### config.mk
export PLATFORM = sky130hd
export DESIGN_NAME = uart_cmd_wrapper_flat
export DESIGN_NICKNAME = d
export VERILOG_FILES = /design/src/rtl/uart_cmd_wrapper_if.sv /design/src/rtl/uart_cmd_wrapper.sv /design/src/flat_wrapper.sv
export SDC_FILE = /design/constraint.sdc
export NUM_CORES = 1
export LEC_CHECK = 0
export ABC_AREA = 1
export CORE_MARGIN = 2
export CORE_UTILIZATION = 50
export CTS_CLUSTER_SIZE = 40
export DETAILED_ROUTE_END_ITERATION = 7
export MAX_ROUTING_LAYER = met4
export PLACE_DENSITY = 0.7
export SYNTH_ARGS = -nofsm -noshare
export SYNTH_HDL_FRONTEND = slang
export SYNTH_SLANG_ARGS = --single-unit
export TNS_END_PERCENT = 50
### constraint.sdc
create_clock -name clk -period 2.6 [get_ports clk]
set_input_delay 0.39 -clock clk [delete_from_list [all_inputs] [get_ports clk]]
set_output_delay 0.39 -clock clk [all_outputs]
set_load 0.1 [all_outputs]
### src/rtl/uart_cmd_wrapper_if.sv
// Command/response handshake between the UART endpoint and cmd_proc.
//   cmd          assembled 16-bit command {high byte, low byte}
//   cmd_rdy      cmd is valid, held until cleared
//   clr_cmd_rdy  cmd_proc has consumed cmd
//   resp         response byte to transmit
//   trmt         1-cycle pulse: start transmitting resp
//   tx_done      response fully sent, held until the next accepted trmt
// master = cmd_proc side, slave = UART endpoint side.
interface uart_cmd_wrapper_if;
  logic [15:0] cmd;
  logic        cmd_rdy;
  logic        clr_cmd_rdy;
  logic [7:0]  resp;
  logic        trmt;
  logic        tx_done;

  modport master (
    input  cmd,
    input  cmd_rdy,
    input  tx_done,
    output clr_cmd_rdy,
    output resp,
    output trmt
  );

  modport slave (
    output cmd,
    output cmd_rdy,
    output tx_done,
    input  clr_cmd_rdy,
    input  resp,
    input  trmt
  );
endinterface

### src/rtl/uart_cmd_wrapper.sv
// DUT-side endpoint of the RemoteComm serial link.
// Receives 8N1 bytes on RX, pairs them (high byte first) into a 16-bit command offered to
// cmd_proc with a cmd_rdy/clr_cmd_rdy handshake, and serialises response bytes onto TX.
// Ports:
//   clk    system clock
//   rst_n  asynchronous active-low reset
//   RX     serial input from remote, asynchronous, idles high
//   TX     serial output to remote, registered, idles high
//   bus    cmd/cmd_rdy/clr_cmd_rdy/resp/trmt/tx_done handshake (slave side)
module uart_cmd_wrapper #(
  parameter int unsigned BAUD_DIV = 2604  // clk cycles per bit, >= 4
) (
  input  logic               clk,
  input  logic               rst_n,
  input  logic               RX,
  output logic               TX,
  uart_cmd_wrapper_if.slave  bus
);

  localparam int unsigned CntW = $clog2(BAUD_DIV + 1);
  localparam logic [CntW-1:0] HalfBaud = CntW'(BAUD_DIV / 2);
  localparam logic [CntW-1:0] FullBaud = CntW'(BAUD_DIV);
  localparam logic [CntW-1:0] LastTx   = CntW'(BAUD_DIV - 1);
  localparam logic [CntW-1:0] CntOne   = CntW'(1);

  typedef enum logic {RxIdle, RxRecv}    rx_state_e;
  typedef enum logic {ByteHigh, ByteLow} byte_state_e;
  typedef enum logic {TxIdle, TxXmit}    tx_state_e;

  // RX path state
  logic            rx_meta_q, rx_sync_q;
  rx_state_e       rx_state_q;
  logic [CntW-1:0] rx_cnt_q;
  logic [3:0]      rx_bit_q;     // 0 = start, 1..8 = data, 9 = stop
  logic [7:0]      rx_shift_q;

  // Command assembly state
  byte_state_e     byte_state_q;
  logic [7:0]      high_q;
  logic [15:0]     cmd_q;
  logic            cmd_rdy_q;

  // TX path state
  tx_state_e       tx_state_q;
  logic [CntW-1:0] tx_cnt_q;
  logic [3:0]      tx_bits_q;    // bits still to be sent after the current one
  logic [8:0]      tx_shift_q;
  logic            tx_q;
  logic            tx_done_q;

  logic rx_sample;
  logic byte_strobe;
  logic frame_err;

  assign rx_sample   = (rx_state_q == RxRecv) && (rx_cnt_q == CntOne);
  assign byte_strobe = rx_sample && (rx_bit_q == 4'd9) && rx_sync_q;
  assign frame_err   = rx_sample && (rx_bit_q == 4'd9) && !rx_sync_q;

  // Synchronizer and bit-level receiver. The first sample lands mid start bit.
  always_ff @(posedge clk or negedge rst_n) begin
    if (!rst_n) begin
      rx_meta_q  <= 1'b1;
      rx_sync_q  <= 1'b1;
      rx_state_q <= RxIdle;
      rx_cnt_q   <= '0;
      rx_bit_q   <= '0;
      rx_shift_q <= '0;
    end else begin
      rx_meta_q <= RX;
      rx_sync_q <= rx_meta_q;
      unique case (rx_state_q)
        RxIdle: begin
          if (!rx_sync_q) begin
            rx_state_q <= RxRecv;
            rx_cnt_q   <= HalfBaud;
            rx_bit_q   <= '0;
          end
        end
        RxRecv: begin
          if (rx_cnt_q == CntOne) begin
            rx_cnt_q <= FullBaud;
            rx_bit_q <= rx_bit_q + 4'd1;
            if (rx_bit_q == 4'd9) begin
              rx_state_q <= RxIdle;
            end else if (rx_bit_q == 4'd0) begin
              // Start bit gone high again by mid-bit: treat as a glitch.
              if (rx_sync_q) rx_state_q <= RxIdle;
            end else begin
              rx_shift_q <= {rx_sync_q, rx_shift_q[7:1]};
            end
          end else begin
            rx_cnt_q <= rx_cnt_q - CntOne;
          end
        end
        default: rx_state_q <= RxIdle;
      endcase
    end
  end

  // Byte pairing and the cmd_rdy handshake. A new command's set beats a same-cycle clear.
  always_ff @(posedge clk or negedge rst_n) begin
    if (!rst_n) begin
      byte_state_q <= ByteHigh;
      high_q       <= '0;
      cmd_q        <= '0;
      cmd_rdy_q    <= 1'b0;
    end else begin
      if (frame_err) begin
        byte_state_q <= ByteHigh;
        if (bus.clr_cmd_rdy) cmd_rdy_q <= 1'b0;
      end else if (byte_strobe) begin
        unique case (byte_state_q)
          ByteHigh: begin
            high_q       <= rx_shift_q;
            cmd_rdy_q    <= 1'b0;
            byte_state_q <= ByteLow;
          end
          ByteLow: begin
            cmd_q        <= {high_q, rx_shift_q};
            cmd_rdy_q    <= 1'b1;
            byte_state_q <= ByteHigh;
          end
          default: byte_state_q <= ByteHigh;
        endcase
      end else if (bus.clr_cmd_rdy) begin
        cmd_rdy_q <= 1'b0;
      end
    end
  end

  // Transmitter: start bit is driven directly on acceptance, the remaining nine bits
  // (data LSB first, then stop) come out of the shift register.
  always_ff @(posedge clk or negedge rst_n) begin
    if (!rst_n) begin
      tx_state_q <= TxIdle;
      tx_cnt_q   <= '0;
      tx_bits_q  <= '0;
      tx_shift_q <= '1;
      tx_q       <= 1'b1;
      tx_done_q  <= 1'b0;
    end else begin
      unique case (tx_state_q)
        TxIdle: begin
          if (bus.trmt) begin
            tx_state_q <= TxXmit;
            tx_q       <= 1'b0;
            tx_shift_q <= {1'b1, bus.resp};
            tx_bits_q  <= 4'd9;
            tx_cnt_q   <= LastTx;
            tx_done_q  <= 1'b0;
          end
        end
        TxXmit: begin
          if (tx_cnt_q == '0) begin
            if (tx_bits_q == 4'd0) begin
              tx_state_q <= TxIdle;
              tx_done_q  <= 1'b1;
            end else begin
              tx_q       <= tx_shift_q[0];
              tx_shift_q <= {1'b1, tx_shift_q[8:1]};
              tx_bits_q  <= tx_bits_q - 4'd1;
              tx_cnt_q   <= LastTx;
            end
          end else begin
            tx_cnt_q <= tx_cnt_q - CntOne;
          end
        end
        default: tx_state_q <= TxIdle;
      endcase
    end
  end

  assign TX          = tx_q;
  assign bus.cmd     = cmd_q;
  assign bus.cmd_rdy = cmd_rdy_q;
  assign bus.tx_done = tx_done_q;

endmodule

### src/flat_wrapper.sv
// flat-port wrapper written by rule: the top's interface ports become plain ports
module uart_cmd_wrapper_flat 
#(
  parameter int unsigned BAUD_DIV = 2604                             
)
  (clk, rst_n, RX, TX, bus_cmd, bus_cmd_rdy, bus_tx_done, bus_clr_cmd_rdy, bus_resp, bus_trmt);
  uart_cmd_wrapper_if bus_i ();
  input  logic clk;
  input  logic rst_n;
  input  logic RX;
  output logic TX;
  output wire logic [$bits(bus_i.cmd)-1:0] bus_cmd;
  output wire logic [$bits(bus_i.cmd_rdy)-1:0] bus_cmd_rdy;
  output wire logic [$bits(bus_i.tx_done)-1:0] bus_tx_done;
  input wire logic [$bits(bus_i.clr_cmd_rdy)-1:0] bus_clr_cmd_rdy;
  input wire logic [$bits(bus_i.resp)-1:0] bus_resp;
  input wire logic [$bits(bus_i.trmt)-1:0] bus_trmt;
  assign bus_cmd = bus_i.cmd;
  assign bus_cmd_rdy = bus_i.cmd_rdy;
  assign bus_tx_done = bus_i.tx_done;
  assign bus_i.clr_cmd_rdy = bus_clr_cmd_rdy;
  assign bus_i.resp = bus_resp;
  assign bus_i.trmt = bus_trmt;
  uart_cmd_wrapper #(.BAUD_DIV(BAUD_DIV)) u_core (.clk(clk), .rst_n(rst_n), .RX(RX), .TX(TX), .bus(bus_i));
endmodule
==> results of run 1 <==
## power groups by stage
stage | clock network [mW] | logic (mW) | registers (mW)
final | 0.844 | 0.0479 | 1.25
after global routing | 0.930 | 0.0555 | 1.25
after CTS | 0.871 | 0.0504 | 1.25
after detailed placement | 0 | 0.0501 | 1.27
after global placement | 0 | 0.0493 | 1.27
after floorplan | 0 | 0.00499 | 1.27
## cells in the final DEF (no fill, tap or decap), drive strengths merged
cell type,instances
nand2,131
dfrtp,69
inv,50
nand3,49
o21ai,46
nor2,38
buf,23
nand4,20
clkdlybuf4s50,11
dfstp,11
ha,9
clkbuf,9
a21oi,6
mux2i,6
xor2,6
o22ai,4
clkinv,4
or2,3
nor3,3
o211ai,2
o21bai,1
o31ai,1
xnor2,1
o311ai,1
clkinvlp,1
## cell type report
| class | count | area, sq um |
|---|---|---|
| Clock buffer | 9 | 124 |
| Clock inverter | 7 | 52.6 |
| Sequential cell | 80 | 2020 |
| Inverter | 48 | 180 |
| Timing Repair Buffer | 34 | 295 |
| Tap cell | 105 | 131 |
| Fill cell | 759 | 3510 |
| Multi-Input combinational cell | 327 | 1790 |
## critical path, cell delays in order, from the launching register on
cell and delay (ns):
dfrtp_1 0.39, inv_1 0.19, ha_1 0.23, nand2_1 0.10
nor2_4 0.13, nand2_4 0.08, nand2_8 0.09, nand2_4 0.16
nand2_4 0.29, nand3_1 0.13
## sequential cells by signal (all words and copies together), names as in the netlist, 4 cells and up
signal / flops
u_core.bus.cmd: 16
u_core.rx_cnt_q: 12
u_core.rx_bit_q: 4
u_core.tx_shift_q: 8
u_core.rx_shift_q: 8
u_core.high_q: 8
u_core.tx_cnt_q: 12
u_core.tx_bits_q: 4
## worst max path at each step
stage                             startpoint              endpoint  slack, ns  cells past startpoint
after floorplan           u_core.tx_cnt_q[0]   u_core.tx_bits_q[0]       1.02                     11
after global placement              bus_trmt    u_core.tx_cnt_q[3]       0.73                      7
after detailed placement            bus_trmt    u_core.tx_cnt_q[9]       0.68                      7
after CTS                 u_core.tx_cnt_q[0]  u_core.tx_shift_q[5]       0.70                     10
after global routing      u_core.tx_cnt_q[0]   u_core.tx_bits_q[0]       0.53                     10
final                     u_core.tx_cnt_q[0]    u_core.tx_cnt_q[3]       0.69                      9
## logic make-up after synthesis
group,Yosys count
and+or+nand+nor,244
DFF,80
buffers and inverters,62
AOI/OAI and AO/OA,61
adders and majority gates,9
xor gates and xnor gates,7
muxes,6
## metal layers
layer / global-route usage / wire length, um / part of all wire
met1: 0.259 / 3800 / 0.47
met2: 0.330 / 4000 / 0.49
met3: 0.0503 / 280 / 0.034
met4: 0.0592 / 57 / 0.0070
met5: - / 0 / 0
==> key figures, run 1 <==
Synthesis
  – XOR/XNOR share of the synthesized area: 0.0149
  – Compound-Gate Fraction of Synth Area: 0.0866
  – Seq cells post-synth: 80
  – Seq/Total Area, Yosys: 0.491
  – Multiplexer share of the synthesized area: 0.0146
  – Mapped Area: 4100 sq um
  – Number of synthesized flops with an enable pin: 0
  – Syn_area_per_cell: 8.75 sq um
  – Count of different cell masters after synthesis: 39
  – Synth Flop Type: dfrtp_1
  – Synth top area share: 0.421
  – Synth Area in Adders: 0.0275
  – Count leader, synth: nand2_1
  – Asr flop ratio synth: 1.00
  – Post-synthesis simple-gate area fraction: 0.292
  – Yosys warnings: 0
  – Combinational family with the most area after synthesis: simple AND/OR/NAND/NOR gates
  – Post-synth top cells: 123 x nand2_1, 69 x dfrtp_1, 45 x inv_1, 45 x nand3_1, 26 x nor2_1
  – Synth Net Count: 491
  – Area leader, netlist: dfrtp_1
  – Synth area leaders: dfrtp_1 42%, nand2_1 11%, dfstp_2 7.0%
  – Synthesized instance count: 469

Global routing
  – Largest net degree at the start of global routing: 42
  – Vias in the first global route: 3,040
  – Grt total ovfl: 0
  – GRT Overall Usage: 0.205
  – Initial antenna violation count: 0
  – First-pass GRT wire length: 14,000 um

Routing
  – Routed wire length: 8140 um
  – Drt wl/cell: 13.3 um
  – Initial detailed-routing violation count: 150
  – Vias: 3,177
  – Post-DR vias/cell: 5.21
  – Pre-Repair DR Iteration Count: 4
  – ANT nets after route: 0
  – Residual DRC: 0

Power
  – Power Total: 2.14 mW
  – Switching pwr: 521 uW
  – Comb pwr share: 0.022
  – Sw Share: 0.243
  – Clock share of power: 0.394
  – Max VDD drop: 0.000277 V
  – PwrDens: 467 nW/um^2
  – P_int: 1.62 mW
  – Leak: 2.21 nW
  – Flop pwr share: 0.584

CTS
  – Clock slew at reported path FFs: 0.09 ns
  – PostCTS Resize Cnt: 0
  – Hold buffer count at CTS: 0
  – CTS tree: built
  – Clk buf depth: 2
  – Clock Root Buffer: clkbuf_8
  – Postcts setup bufs: 0
  – Num CTS Buffers: 9
  – Clock Sinks: 80
  – Worst skew pair latency: 0.36 ns
  – H-tree depth reported by CTS: 3

Floorplan
  – Initial Util: 0.507
  – Cell row count: 33
  – Core Area: 8090 sq um
  – Die Wd: 94.6 um
  – Boundary pin count: 32
  – Die area: 8940 sq um
  – Die Y: 94.6 um

STA
  – Setup TNS: 0 ns
  – Slew headroom: 0.568
  – Final worst path period need: 1.91 ns
  – Final setup margin: 0.695 ns
  – Unrepaired setup endpoints after global routing: no
  – Finish-stage setup viols: 0
  – Slew Limit Fails: 0
  – Worst Max-Slew Pin Slew: 0.649 ns
  – Hold WS: 0.00760 ns
  – Fin crit share: 0.733
  – Clk_skew: 0.0122 ns
  – Fin. Hold Viols: 0
  – Peak Freq: 525 MHz

Setup path
  – CP startpoint kind: register
  – R2R cell count: 9
  – Worst setup path class: register to register
  – Worst endpoint required time: 2.83 ns
  – Origin of the critical flop-to-flop path: u_core.tx_cnt_q[0]
  – R2R Path End: u_core.tx_cnt_q[3]
  – FF-to-FF setup slack: 0.69 ns
  – Critical path endpoint category: register
  – CP Max Fanout: 27
  – WP data arrival: 2.14 ns

Placed design
  – Post-DP Area: 4410 sq um
  – Dpl cells: 594
  – Gp weighted congestion: 0.865
  – # port buffers: 31
  – Pre-CTS setup slack: 0.678 ns
  – DP Wirelength: 5700 um

Hold path
  – HP Class: input port to async pin

Cells and area
  – N_diodes: 0
  – Nets: 522
  – Share of layout cells above drive strength 1: 0.174
  – Synth-to-layout area growth: 11.8%
  – Cell area after layout: 4590 sq um
  – Layout Cells excl Fill: 610
  – Finished Core Util: 0.567

Outcome
  – Outcome: completed

Run
  – Max-Cap Viols: 0
(Power assumes the default switching activity.)
==> run 2: changes to the inputs <==
clock period = 1.9 ns   (was 2.6 ns; I/O delays follow)
==> run 2 against run 1 <==
  * Die area stayed put
  * Sequential share of layout area is 1.1 points lower
  * Register-to-register slack worse by 0.53 ns
  * Design area is 2.5% higher
  * Global-route usage up 0.78 points
  * Fmax rose by 9.7%
  * Count of clock-buffer cells in the layout unchanged
  * Wire length increased by 1.9%
  * Critical path type unchanged
  * Largest cell class unchanged
==> key figures, run 2 (synthesis results as in run 1) <==
STA
  – Unrepaired setup endpoints after global routing: no
  – Worst Max-Slew Pin Slew: 0.572 ns (-0.0762 ns)
  – Fin crit share: 0.914 (+0.181)
  – Slew Limit Fails: 0 (unchanged)
  – Setup TNS: 0 ns (unchanged)
  – Final worst path period need: 1.74 ns (-0.168 ns)
  – Hold WS: 0.345 ns (+0.337 ns)
  – Finish-stage setup viols: 0 (unchanged)
  – Clk_skew: 0.0149 ns (+0.00265 ns)
  – Peak Freq: 576 MHz (+9.7%)
  – Slew headroom: 0.614 (+0.0468)
  – Fin. Hold Viols: 0 (unchanged)

Setup path
  – Buffers and inverters on the worst path: 1 (unchanged)
  – WP data arrival: 1.99 ns (-0.15 ns)
  – CP startpoint kind: register
  – Worst endpoint required time: 2.16 ns (-0.67 ns)
  – CP cell instances: inv_1, ha_1, nand2_2, nor2_4, nand3_2, nor2_4, nand3_4, nand2_1, nand2_1
  – Worst setup path class: register to register
  – CP peak stage delay: 0.39 ns (about the same)
  – CP Max Fanout: 17 (-37%)
  – Critical path endpoint category: register
  – Crit-path leading delay family: simple AND/OR/NAND/NOR gates
  – Slowest-stage cell, CP: dfrtp_1

Hold path
  – HP Class: input port to register

Routing
  – Vias: 3,240 (+2.0%)
  – Post-DR vias/cell: 5.23 (+0.50%)
  – Pre-Repair DR Iteration Count: 4 (unchanged)
  – Routed wire length: 8300 um (+1.9%)
  – Residual DRC: 0 (unchanged)
  – ANT nets after route: 0 (unchanged)
  – Drt wl/cell: 13.4 um (+0.43%)
  – Initial detailed-routing violation count: 130 (-13%)

Cells and area
  – Share of layout cells above drive strength 1: 0.187 (+0.0125)
  – Nets: 531 (+1.7%)
  – Register area: 2020 sq um (unchanged)
  – FILL cells: 762 (+0.40%)
  – N_diodes: 0 (unchanged)
  – Commonest non-fill, non-tap cell in the layout: nand2_1
  – Max FFs per register: 16 (unchanged)
  – Most frequent cells in the layout: 123 x nand2_1, 69 x dfrtp_1, 45 x inv_1, 45 x nand3_1, 29 x buf_4
  – Synth-to-layout area growth: 14.7%
  – Footprint of the multi-input gates: 1790 sq um (unchanged)
  – Finished Core Util: 0.581 (+0.0144)

Floorplan
  – Die Wd: 94.6 um (unchanged)
  – Die Y: 94.6 um (unchanged)
  – Cell row count: 33 (unchanged)
  – Initial Util: 0.507 (unchanged)
  – Die area: 8940 sq um (unchanged)
  – Core Area: 8090 sq um (unchanged)
  – Boundary pin count: 32 (unchanged)

Placed design
  – DP Wirelength: 5810 um (+2.0%)
  – Gp weighted congestion: 0.883 (+2.1%)
  – # port buffers: 31 (unchanged)

Power
  – PwrDens: 662 nW/um^2 (+42%)
  – Max VDD drop: 0.000374 V (+35%)
  – Leak: 2.27 nW (+2.7%)

Global routing
  – Grt total ovfl: 0 (unchanged)
  – Largest net degree at the start of global routing: 39 (-7.1%)
  – GRT Overall Usage: 0.213 (+0.00778)
  – Initial antenna violation count: 0 (unchanged)
  – Vias in the first global route: 3,169 (+4.2%)
  – First-pass GRT wire length: 14,400 um (+3.3%)

Run
  – Max-Cap Viols: 0 (unchanged)

Outcome
  – Outcome: completed

CTS
  – H-tree depth reported by CTS: 3 (unchanged)
  – Clock slew at reported path FFs: 0.09 ns (about the same)
  – Num CTS Buffers: 9 (unchanged)
  – Clock Sinks: 80 (unchanged)
  – Postcts setup bufs: 0 (unchanged)
  – Worst skew pair latency: 0.36 ns (about the same)
  – Clock Root Buffer: clkbuf_8
  – CTS tree: built
  – PostCTS Resize Cnt: 0 (unchanged)
  – Clk buf depth: 2 (unchanged)
-- run 2: changes by cell type in the layout (fill, tap and decap cells not counted), sizes merged --
cell	change
dlygate4sd3	+1
bufinv	+1
clkinv	-2
inv	+1
buf	+8
-- run 2: layer usage --
| metal | up-vias | share of wire | global-route usage |
|---|---|---|---|
| met5 | - | 0 | - |
| met4 | 0 | 0.011 | 0.0942 |
| met3 | 8 | 0.032 | 0.0423 |
| met2 | 51 | 0.48 | 0.335 |
| met1 | 1560 | 0.48 | 0.268 |
| li1 | 1621 | - | - |
-- run 2: timing repair --
item,4_1_cts,5_1_grt
endpoints found under the setup margin,0,0
hold endpoints to repair,18,0
hold buffers,1,0
-- run 2: area by class of cell --
cell class                 instances  area share
clock buffer                       9      0.0263
clock inverter                     7      0.0184
inverter                          48      0.0383
multi-input combinational        327       0.380
sequential                        80       0.429
tap                              105      0.0279
timing repair buffer              43      0.0803
-- run 2: final timing paths --
check                                   start                  end  slack, ns  cells past startpoint
max                        u_core.rx_cnt_q[1]    u_core.bus.cmd[4]       0.16                      9
min                                        RX     u_core.rx_meta_q       0.34                      1
max reg2reg                u_core.rx_cnt_q[1]    u_core.bus.cmd[4]       0.16                      9
min reg2reg                  u_core.rx_meta_q     u_core.rx_sync_q       0.36                      0
max in group asynchronous               rst_n     u_core.rx_sync_q       0.90                      3
min in group asynchronous               rst_n  u_core.tx_bits_q[1]       0.39                      2
-- run 2: stage by stage --
step           total power, mW  std cells  setup WS (ns)  instance area [sq um]
3_3_place_gp              1.82        602          0.188                   4480
3_5_place_dp              1.82        602          0.153                   4480
4_1_cts                   3.15        619          0.159                   4700
2_1_floorplan             1.75        469          0.321                   4100
6_report                  3.11        619          0.163                   4700
5_1_grt                   3.22        619         0.0205                   4700
-- run 2: power by group --
group / switching, mW / internal, mW / leakage (nW)
clock network: 0.694 / 0.637 / 0.104
logic: 0.0436 / 0.0304 / 1.16
registers: 0.000752 / 1.71 / 1.00
